==> config.mk <==
export PLATFORM = sky130hd
export DESIGN_NAME = clut_cache_filler
export DESIGN_NICKNAME = d
export VERILOG_FILES = /design/src/rtl/clut_fill_pkg.sv /design/src/rtl/clut_valid_tracker.sv /design/src/rtl/clut_cache_filler.sv
export SDC_FILE = /design/constraint.sdc
export NUM_CORES = 1
export LEC_CHECK = 0
export CAP_MARGIN = 20
export CORE_UTILIZATION = 49
export CTS_CLUSTER_SIZE = 28
export DETAILED_ROUTE_END_ITERATION = 8
export GPL_TIMING_DRIVEN = 0
export PLACE_DENSITY = 0.74
export SLEW_MARGIN = 0
export SYNTH_ARGS = -nofsm -noshare
export SYNTH_HDL_FRONTEND = slang
export SYNTH_SLANG_ARGS = --single-unit
==> constraint.sdc <==
create_clock -name i_clk -period 5.1 [get_ports i_clk]
set_input_delay 0.765 -clock i_clk [delete_from_list [all_inputs] [get_ports i_clk]]
set_output_delay 0.765 -clock i_clk [all_outputs]
set_load 0.02 [all_outputs]
==> src/rtl/clut_fill_pkg.sv <==
// Shared definitions for the CLUT cache fill controller.
//   fillState_t    : fill FSM states
//   NUM_BLOCKS     : cache blocks per full 256-colour palette
//   BLOCK_WORDS    : 32-bit words per block
//   CLUT_ROW_WORDS : VRAM words per row
//   composeAddr()  : VRAM word address of the first word of a palette block
package clut_fill_pkg;

    typedef enum logic [2:0] {
        IDLE,
        CHECK,
        REQ,
        DATA,
        DONE
    } fillState_t;

    localparam int NUM_BLOCKS     = 16;
    localparam int BLOCK_WORDS    = 8;
    localparam int CLUT_ROW_WORDS = 512;

    // Row-major address: clutY selects the 512-word row. The block column
    // wraps inside the row (6-bit add), so a palette starting near the right
    // edge continues at column 0 of the same row.
    function automatic logic [17:0] composeAddr(input logic [8:0] clutY,
                                                input logic [5:0] clutX,
                                                input logic [3:0] blk);
        logic [5:0] col;
        col = clutX + {2'b00, blk};
        return {clutY, col, 3'b000};
    endfunction

endpackage

==> src/rtl/clut_valid_tracker.sv <==
// Tag and per-block validity bookkeeping for the CLUT cache.
//   i_clk, i_rst : clock, asynchronous active-high reset
//   tagLoad      : request accepted this cycle; compare/replace the tag
//   newTag       : {clutY, clutX} of the incoming request
//   invalidate   : drop every valid bit
//   setValid     : mark block setBlk as fully loaded
//   setBlk       : block to mark
//   is8bpp       : required set is all blocks (1) or block 0 only (0)
//   missBlk      : lowest required block that is not valid
//   allValid     : no required block is missing
module clut_valid_tracker (
    input  logic        i_clk,
    input  logic        i_rst,
    input  logic        tagLoad,
    input  logic [14:0] newTag,
    input  logic        invalidate,
    input  logic        setValid,
    input  logic [3:0]  setBlk,
    input  logic        is8bpp,
    output logic [3:0]  missBlk,
    output logic        allValid
);
    import clut_fill_pkg::*;

    logic [14:0]           tag;
    logic                  tagValid;
    logic [NUM_BLOCKS-1:0] valid;
    logic [NUM_BLOCKS-1:0] required;
    logic [NUM_BLOCKS-1:0] missing;
    logic                  tagMiss;

    assign tagMiss = tagLoad && (!tagValid || (newTag != tag));

    always_ff @(posedge i_clk or posedge i_rst) begin
        if (i_rst) begin
            tag      <= '0;
            tagValid <= 1'b0;
            valid    <= '0;
        end else begin
            if (tagMiss) begin
                tag      <= newTag;
                tagValid <= 1'b1;
            end
            // Clearing wins over a same-cycle set so a block filled while
            // VRAM was being overwritten is never trusted.
            if (invalidate || tagMiss)
                valid <= '0;
            else if (setValid)
                valid[setBlk] <= 1'b1;
        end
    end

    always_comb begin
        required = is8bpp ? '1 : NUM_BLOCKS'(1);
        missing  = required & ~valid;
        missBlk  = '0;
        for (int i = NUM_BLOCKS - 1; i >= 0; i--)
            if (missing[i])
                missBlk = 4'(i);
        allValid = (missing == '0);
    end

endmodule

==> src/rtl/clut_cache_filler.sv <==
// Fill controller for the GPU CLUT cache (writer side of the 8x32 block-fill
// port). Checks tag/validity on a palette request, fetches each missing block
// with an 8-word VRAM burst and streams the beats into the cache.
//   i_clk, i_rst      : clock, asynchronous active-high reset
//   i_loadReq         : palette request pulse (taken only while o_busy=0)
//   i_clutX, i_clutY  : CLUT position (16-halfword units, row)
//   i_is8bpp          : 256-colour (16 blocks) or 16-colour (block 0) palette
//   i_invalidate      : VRAM write hit the cached CLUT; drop validity
//   o_busy, o_ready   : request in progress / palette complete in cache
//   o_memReq/Addr     : burst read request to the VRAM arbiter, held until i_memAck
//   i_memDataValid/i_memData : returned burst beats
//   o_write, o_writeBlockIndex, o_writeIdxInBlk, o_Colors : cache write port
module clut_cache_filler #(
    parameter int ADDR_W      = 18,
    parameter int NUM_BLOCKS  = 16,
    parameter int BLOCK_WORDS = 8
) (
    input  logic              i_clk,
    input  logic              i_rst,
    input  logic              i_loadReq,
    input  logic [5:0]        i_clutX,
    input  logic [8:0]        i_clutY,
    input  logic              i_is8bpp,
    input  logic              i_invalidate,
    output logic              o_busy,
    output logic              o_ready,
    output logic              o_memReq,
    output logic [ADDR_W-1:0] o_memAddr,
    input  logic              i_memAck,
    input  logic              i_memDataValid,
    input  logic [31:0]       i_memData,
    output logic              o_write,
    output logic [3:0]        o_writeBlockIndex,
    output logic [2:0]        o_writeIdxInBlk,
    output logic [31:0]       o_Colors
);
    import clut_fill_pkg::*;

    localparam int BLK_W  = $clog2(NUM_BLOCKS);
    localparam int BEAT_W = $clog2(BLOCK_WORDS);

    fillState_t        state, nextState;
    logic [5:0]        regX;
    logic [8:0]        regY;
    logic              reg8bpp;
    logic [BLK_W-1:0]  curBlk;
    logic [BEAT_W-1:0] beat;
    logic              invalSeen;
    logic              accept;
    logic              beatIn;
    logic              lastBeat;
    logic              setValid;
    logic [3:0]        missBlk;
    logic              allValid;

    assign accept   = (state == IDLE) && i_loadReq;
    assign beatIn   = (state == DATA) && i_memDataValid;
    assign lastBeat = beatIn && (beat == BEAT_W'(BLOCK_WORDS - 1));
    // A block whose burst overlapped an invalidate is written but not trusted.
    assign setValid = lastBeat && !invalSeen && !i_invalidate;
    assign o_busy   = (state != IDLE);

    clut_valid_tracker u_tracker (
        .i_clk      (i_clk),
        .i_rst      (i_rst),
        .tagLoad    (accept),
        .newTag     ({i_clutY, i_clutX}),
        .invalidate (i_invalidate),
        .setValid   (setValid),
        .setBlk     (curBlk),
        .is8bpp     (reg8bpp),
        .missBlk    (missBlk),
        .allValid   (allValid)
    );

    always_comb begin
        nextState = state;
        case (state)
            IDLE:    if (i_loadReq) nextState = CHECK;
            CHECK:   nextState = allValid ? DONE : REQ;
            REQ:     if (o_memReq && i_memAck) nextState = DATA;
            DATA:    if (lastBeat) nextState = CHECK;
            DONE:    nextState = IDLE;
            default: nextState = IDLE;
        endcase
    end

    always_ff @(posedge i_clk or posedge i_rst) begin
        if (i_rst) begin
            state             <= IDLE;
            regX              <= '0;
            regY              <= '0;
            reg8bpp           <= 1'b0;
            curBlk            <= '0;
            beat              <= '0;
            invalSeen         <= 1'b0;
            o_ready           <= 1'b0;
            o_memReq          <= 1'b0;
            o_memAddr         <= '0;
            o_write           <= 1'b0;
            o_writeBlockIndex <= '0;
            o_writeIdxInBlk   <= '0;
            o_Colors          <= '0;
        end else begin
            state   <= nextState;
            o_write <= beatIn;

            if (accept) begin
                regX    <= i_clutX;
                regY    <= i_clutY;
                reg8bpp <= i_is8bpp;
            end

            if (state == CHECK)
                curBlk <= missBlk;

            // The request is registered: it rises one cycle after entering
            // REQ and drops on the edge that samples the acknowledge.
            if (state == REQ) begin
                if (o_memReq && i_memAck) begin
                    o_memReq  <= 1'b0;
                    o_memAddr <= '0;
                    beat      <= '0;
                    invalSeen <= 1'b0;
                end else begin
                    o_memReq  <= 1'b1;
                    o_memAddr <= ADDR_W'(composeAddr(regY, regX, curBlk));
                end
            end

            if (beatIn) begin
                o_writeBlockIndex <= curBlk;
                o_writeIdxInBlk   <= beat;
                o_Colors          <= i_memData;
                beat              <= beat + BEAT_W'(1);
            end

            if ((state == DATA) && i_invalidate)
                invalSeen <= 1'b1;

            if (i_invalidate || accept)
                o_ready <= 1'b0;
            else if (state == DONE)
                o_ready <= 1'b1;
        end
    end

endmodule
* Word-level counts from Yosys, hierarchy flattened
Index checks and enable logic that the tools add are counted.
W data, S select, Z words.
** Storage, ports and cells
- Bits of input ports :: 54
- Register bits after elaboration :: 119
- Logic and storage cells :: 96
** Operators by class
- Add/subtract/negate cells :: 2
- $lt $le $gt $ge :: 2
- Reduce and logical (&&, ||, !) cells :: 27
- Multiplexer cells :: 36
- Bitwise gates (word level) :: 3
- Eq/ne operators :: 9
** Operators with widths (number)
- $mux W4 :: 16
- $mux W16 :: 3
- $mux W3 :: 7
- $mux W18 :: 1
- $and A16 B16 Y16 :: 1
- $logic_not A16 Y1 :: 1
- $not A16 Y16 :: 1
- $or A16 B16 Y16 :: 1
- $ne A15 B15 Y1 :: 1
- $pmux W3 S4 :: 1
- $reduce_bool A2 Y1 :: 6
- $logic_and A1 B1 Y1 :: 9
- $mux W1 :: 7
- $add A6 B4 Y6 :: 1
- $eq A3 B2 Y1 const B :: 2
- $eq A3 B3 Y1 const B :: 2
- $ne A2 B2 Y1 const B :: 3
- $lt A4 B5 Y1 const B :: 1
- $demux W1 S4 :: 1
- $ge A4 B1 Y1 const B :: 1
- $reduce_and A2 Y1 :: 2
- $add A3 B1 Y3 const B :: 1
- $eq A3 B1 Y1 const B :: 1
- $logic_not A1 Y1 :: 3
- other kinds (4) :: 6

* Logic depth before layout (Yosys ltp)
- Depth in word-level cells :: 18
- Mapped depth :: 7
- Mapped depth without buffers :: 7

* Cells and area by module
Synthesis repeated with hierarchy kept, for this count alone.
** Unflattened totals
- Cells, all modules :: 475
- Area total of the unflattened synthesis :: 5064.9 um2
** Modules (own cells, without submodules)
- clut_cache_filler :: cells each 320, seq. area each 2102.0 um2, instances 1, area each 3434.5 um2
- clut_valid_tracker :: cells each 155, seq. area each 800.8 um2, instances 1, area each 1630.3 um2

* Worst setup path before layout
Ideal clock, no wire load.
- Path type :: input to register
- From :: input port i_clutX[3]
- To :: register u_tracker.tag[0]
- Arrival time :: 1.948 ns
- Library setup time :: 0.125 ns
- Stages :: 6
- Required time :: 4.975 ns
- Setup slack :: 3.027 ns
- Cell sequence :: xnor2_1 nand4_1 nor4_4 nor2_4 buf_6 mux2_4
** Between the ends
- Word-level cells in the longest chain between the ends :: 3
** Ends and longest elaborated chain
- start: declaration :: RTL line clut_cache_filler.sv:21 : input logic [5:0] i_clutX,
- $ne A15 B15 Y1 :: RTL line clut_valid_tracker.sv:32 : assign tagMiss = tagLoad && (!tagValid || (newTag != tag));
- $logic_or A1 B1 Y1 :: RTL line clut_valid_tracker.sv:32
- $logic_and A1 B1 Y1 :: RTL line clut_valid_tracker.sv:32
- end signal: assignment :: RTL line clut_valid_tracker.sv:41 : tag <= newTag;
- end: declaration :: RTL line clut_valid_tracker.sv:25 : logic [14:0] tag;
Every way passes these cells.
A chain may end at the register's enable or synchronous reset.

* Worst setup path after layout
- From :: register state[2]
- To :: output port o_busy
** Between the ends
- Word-level cells in the longest chain between the ends :: 1
** Ends and longest elaborated chain
- start: declaration :: RTL line clut_cache_filler.sv:42 : fillState_t state, nextState;
- start signal: assignment :: RTL line clut_cache_filler.sv:105 : state <= nextState;
- $reduce_bool A3 Y1 :: RTL line clut_cache_filler.sv:61 : assign o_busy = (state != IDLE);
- end: declaration :: RTL line clut_cache_filler.sv:25 : output logic o_busy,
Every way passes these cells.

==> metrics.md <==
| Metric | Value |
|---|---|
| Reg2reg setup slack | `slightly above 3 ns` |
| Critical-path maximum fanout | `9` |
| Die ar. | `10,700 sq um` |
| Tightest Pin Transition | `around 0.7 ns` |
| Unrepaired setup endpoints after global routing | `false` |
| Cell family with most CP delay | `buffers and inverters` |
| Synth warn | `0` |
| Dominant cell type by area after synthesis | `dfrtp_1` |
| Setup TNS | `0 ns` |
| Setup Viol. Count Final | `0` |
| Wirelength, routed | `11,600 um` |
| Final Hold Vio Count | `0` |
| Worst setup startpoint | `state[2]` |
| Max stage delay cell, worst path | `clkdlybuf4s50_1` |
| Clock root buffer | `clkbuf_8` |
| Final slew viol count | `0` |
| Flop and latch count out of synthesis | `between 100 and 150` |
| DIE HEIGHT | `103 um` |
| # rows | `36` |
| CP Cell Sequence | `buf_2 -> or3_1 -> clkdlybuf4s50_1` |
| Post-cts gate resize count | `0` |
| Slowest stage delay, CP | `0.57 ns` |
| Crit. End Element | `output pin` |
| Critical path arrival | `1.98 ns` |
| Worst Hold Launch | `o_writeBlockIndex[2]` |
| Fillers | `723` |
| Min Hold Slack | `0.471 ns` |
| Mapped Area | `5030 sq um` |
| TritonCTS clock tree | `built` |
| Area contributors post-synth | `dfrtp_1 58%, nand2_1 12%, mux2_2 4.5%` |
| Synth Area in Compound Gates | `8.05%` |
| Core footprint | `9860 sq um` |
| Largest net degree at the start of global routing | `61` |
| Worst path bufs/invs | `2` |
| Postcts setup bufs | `0` |
| FMAX | `365 MHz` |
| Asr flop ratio synth | `100%` |
| Simple-gate share of the synthesized area | `18.1%` |
| HPWL after detailed placement | `approximately 8100 um` |
| Hold Crit Class | `reg -> reg` |
| Remaining DRCs | `0` |
| Top cell type's share of synthesized area | `between 50 and 60%` |
| Clock buffer count from CTS | `17` |
| Wire per inst | `15.1 um` |
| Fin Clk Skew | `0.0109 ns` |
| Synth Area in Adders | `1.89%` |
| Fraction of synthesized cell area in xor and xnor cells | `3.31%` |
| Synthesis-to-layout area growth | `37.9%` |
| Multi-input gate area | `1980 sq um` |
| Worst VDD drop | `0.288 mV` |
| Die W | `103 um` |
| EDFF count, synth | `0` |
| Sequential fraction of the synthesis area | `57.7%` |
| # hold bufs at CTS | `0` |
| Crit share post-route | `53.7%` |
| Total number of vias | `3,907` |
| WS Path Type | `reg -> out` |
| Layout cell share with drive strength beyond 1 | `13.7%` |
| Synth unique cells | `45` |
| Clk_lat worst skew | `approximately 0.52 ns` |
| Sequential Area | `2900 sq um` |
| Diode count | `0` |
| Lkg Pwr | `3.20 nW` |
| Power per cell area | `576 nW/um^2` |
| CTS Sinks | `116` |
| Dominant synthesized flop cell | `dfrtp_1` |
| Worst Setup Start Kind | `flop` |
| Most frequent cells in the layout | `158 x nand2_1, 116 x dfrtp_1, 111 x clkdlybuf4s50_1, 26 x nor2_1, 23 x o21ai_0` |
| Final #Nets | `684` |
| Most common cell after layout, fill and taps aside | `nand2_1` |
| Worst Path Required | `4.34 ns` |
| Initial cell density of the core | `51.0%` |
| Final period demand of the worst path | `2.74 ns` |
| H-tree depth | `4` |
| Ports | `115` |
| Tot Pwr | `around 4 mW` |
| Syn Inst Count | `490` |
| FF-to-FF Start | `beat[0]` |
| Max cap viols | `0` |
| Clk slew on worst S/H paths | `~0.06 ns` |
| Syn avg cell area | `10.3 sq um` |
| Drt via density | `5.08` |
| Routed Antenna Nets | `0` |
| Run status | `complete, no violations` |
| Antenna violations before repair | `0` |
| Clock Tree Buf Depth | `2` |
| First-pass GRT wire length | `18,600 um` |
| Post-synthesis mux area share | `7.66%` |
| Pre-Repair DR Iteration Count | `4` |
| Combinational family with the most area after synthesis | `simple AND/OR/NAND/NOR gates` |
| Max-slew headroom | `52.4%` |
| # port buffers | `111` |
| Initial DRC Count | `165` |
| GRT overflow | `0` |
| Placer congestion estimate | `0.899` |
| Total Routing Usage GR | `23.1%` |
| Vias in the first global route | `3,826` |
## metal layers
layer / vias up / global-route usage [%] / routed length, um
li1: 1896 / - / -
met1: 1932 / 29.3 / 5130
met2: 67 / 39.8 / 5970
met3: 12 / 5.31 / 366
met4: 0 / 6.39 / 125
met5: - / 0 / 0
## through the flow
stage | instance area [sq um] | instances | setup WS [ns] | util, %
after detailed placement | 6350 | 737 | 2.27 | 64.4
after global placement | 6320 | 736 | -0.254 | 64.1
after floorplan | 5040 | 492 | 1.26 | -
final | 6940 | 769 | 2.36 | 70.4
after global routing | 6940 | 769 | 2.28 | 70.4
after CTS | 6940 | 769 | 2.35 | 70.4
## cells in the mapped netlist, drive strengths merged, types with 2 or more instances
master / number
nand2: 158
dfrtp: 116
mux2: 30
nor2: 27
o21ai: 23
a21oi: 22
xnor2: 17
buf: 14
clkbuf: 10
inv: 9
nand3: 7
a31oi: 6
ha: 6
nand4: 6
or3: 4
a22o: 3
nor2b: 3
a21boi: 2
a21o: 2
nor3b: 2
o211ai: 2
o41ai: 2
xor2: 2
## area by class of cell
cell class | instances | area share (%)
buffer | 24 | 1.78
clock buffer | 19 | 6.36
clock inverter | 13 | 2.16
inverter | 10 | 0.577
multi-input combinational | 342 | 28.5
sequential | 116 | 41.8
tap | 133 | 2.40
timing repair buffer | 112 | 16.4
## worst reg2reg max path, delay by kind of cell (launching register included)
kind                     cells  cell delay [ns]
AO/OA/AOI/OAI                1             0.15
flip-flops                   1             0.40
adder cells (fa/ha/maj)      2             0.31
AND/OR/NAND/NOR              4             1.09
## report_power, final
group / switching [mW] / internal (mW)
Clock: 0.433 / 0.726
Combinational: 0.728 / 0.666
Sequential: 0.204 / 1.24
Total: 1.37 / 2.64
## registers in the layout (all words and copies together) (netlist names), 3 cells and up
register / cells
o_memAddr: 15
o_writeBlockIndex: 4
u_tracker.valid: 16
beat: 3
regX: 6
o_Colors: 32
o_writeIdxInBlk: 3
u_tracker.tag: 15
regY: 9
state: 3
curBlk: 4
## worst paths after layout
check | end | depth (start not counted)
setup / recovery | o_busy | 3
hold / removal | o_writeBlockIndex[2] | 2
setup reg to reg | u_tracker.valid[6] | 7
hold reg to reg | o_writeBlockIndex[2] | 2
max in group asynchronous | o_memAddr[3] | 3
min in group asynchronous | o_Colors[3] | 2
## logic make-up (layout without fill, tap and decap cells)
| family | count (synthesis) | after routing |
|---|---|---|
| AO/OA/AOI/OAI | 68 | 68 |
| buffers and inverters | 34 | 178 |
| XOR/XNOR | 19 | 19 |
| flip-flops | 116 | 116 |
| other | 1 | 3 |
| AND/OR/NAND/NOR | 214 | 214 |
| multiplexers | 31 | 31 |
| adder cells (fa/ha/maj) | 7 | 7 |
Power figures use the tool's default switching activity.
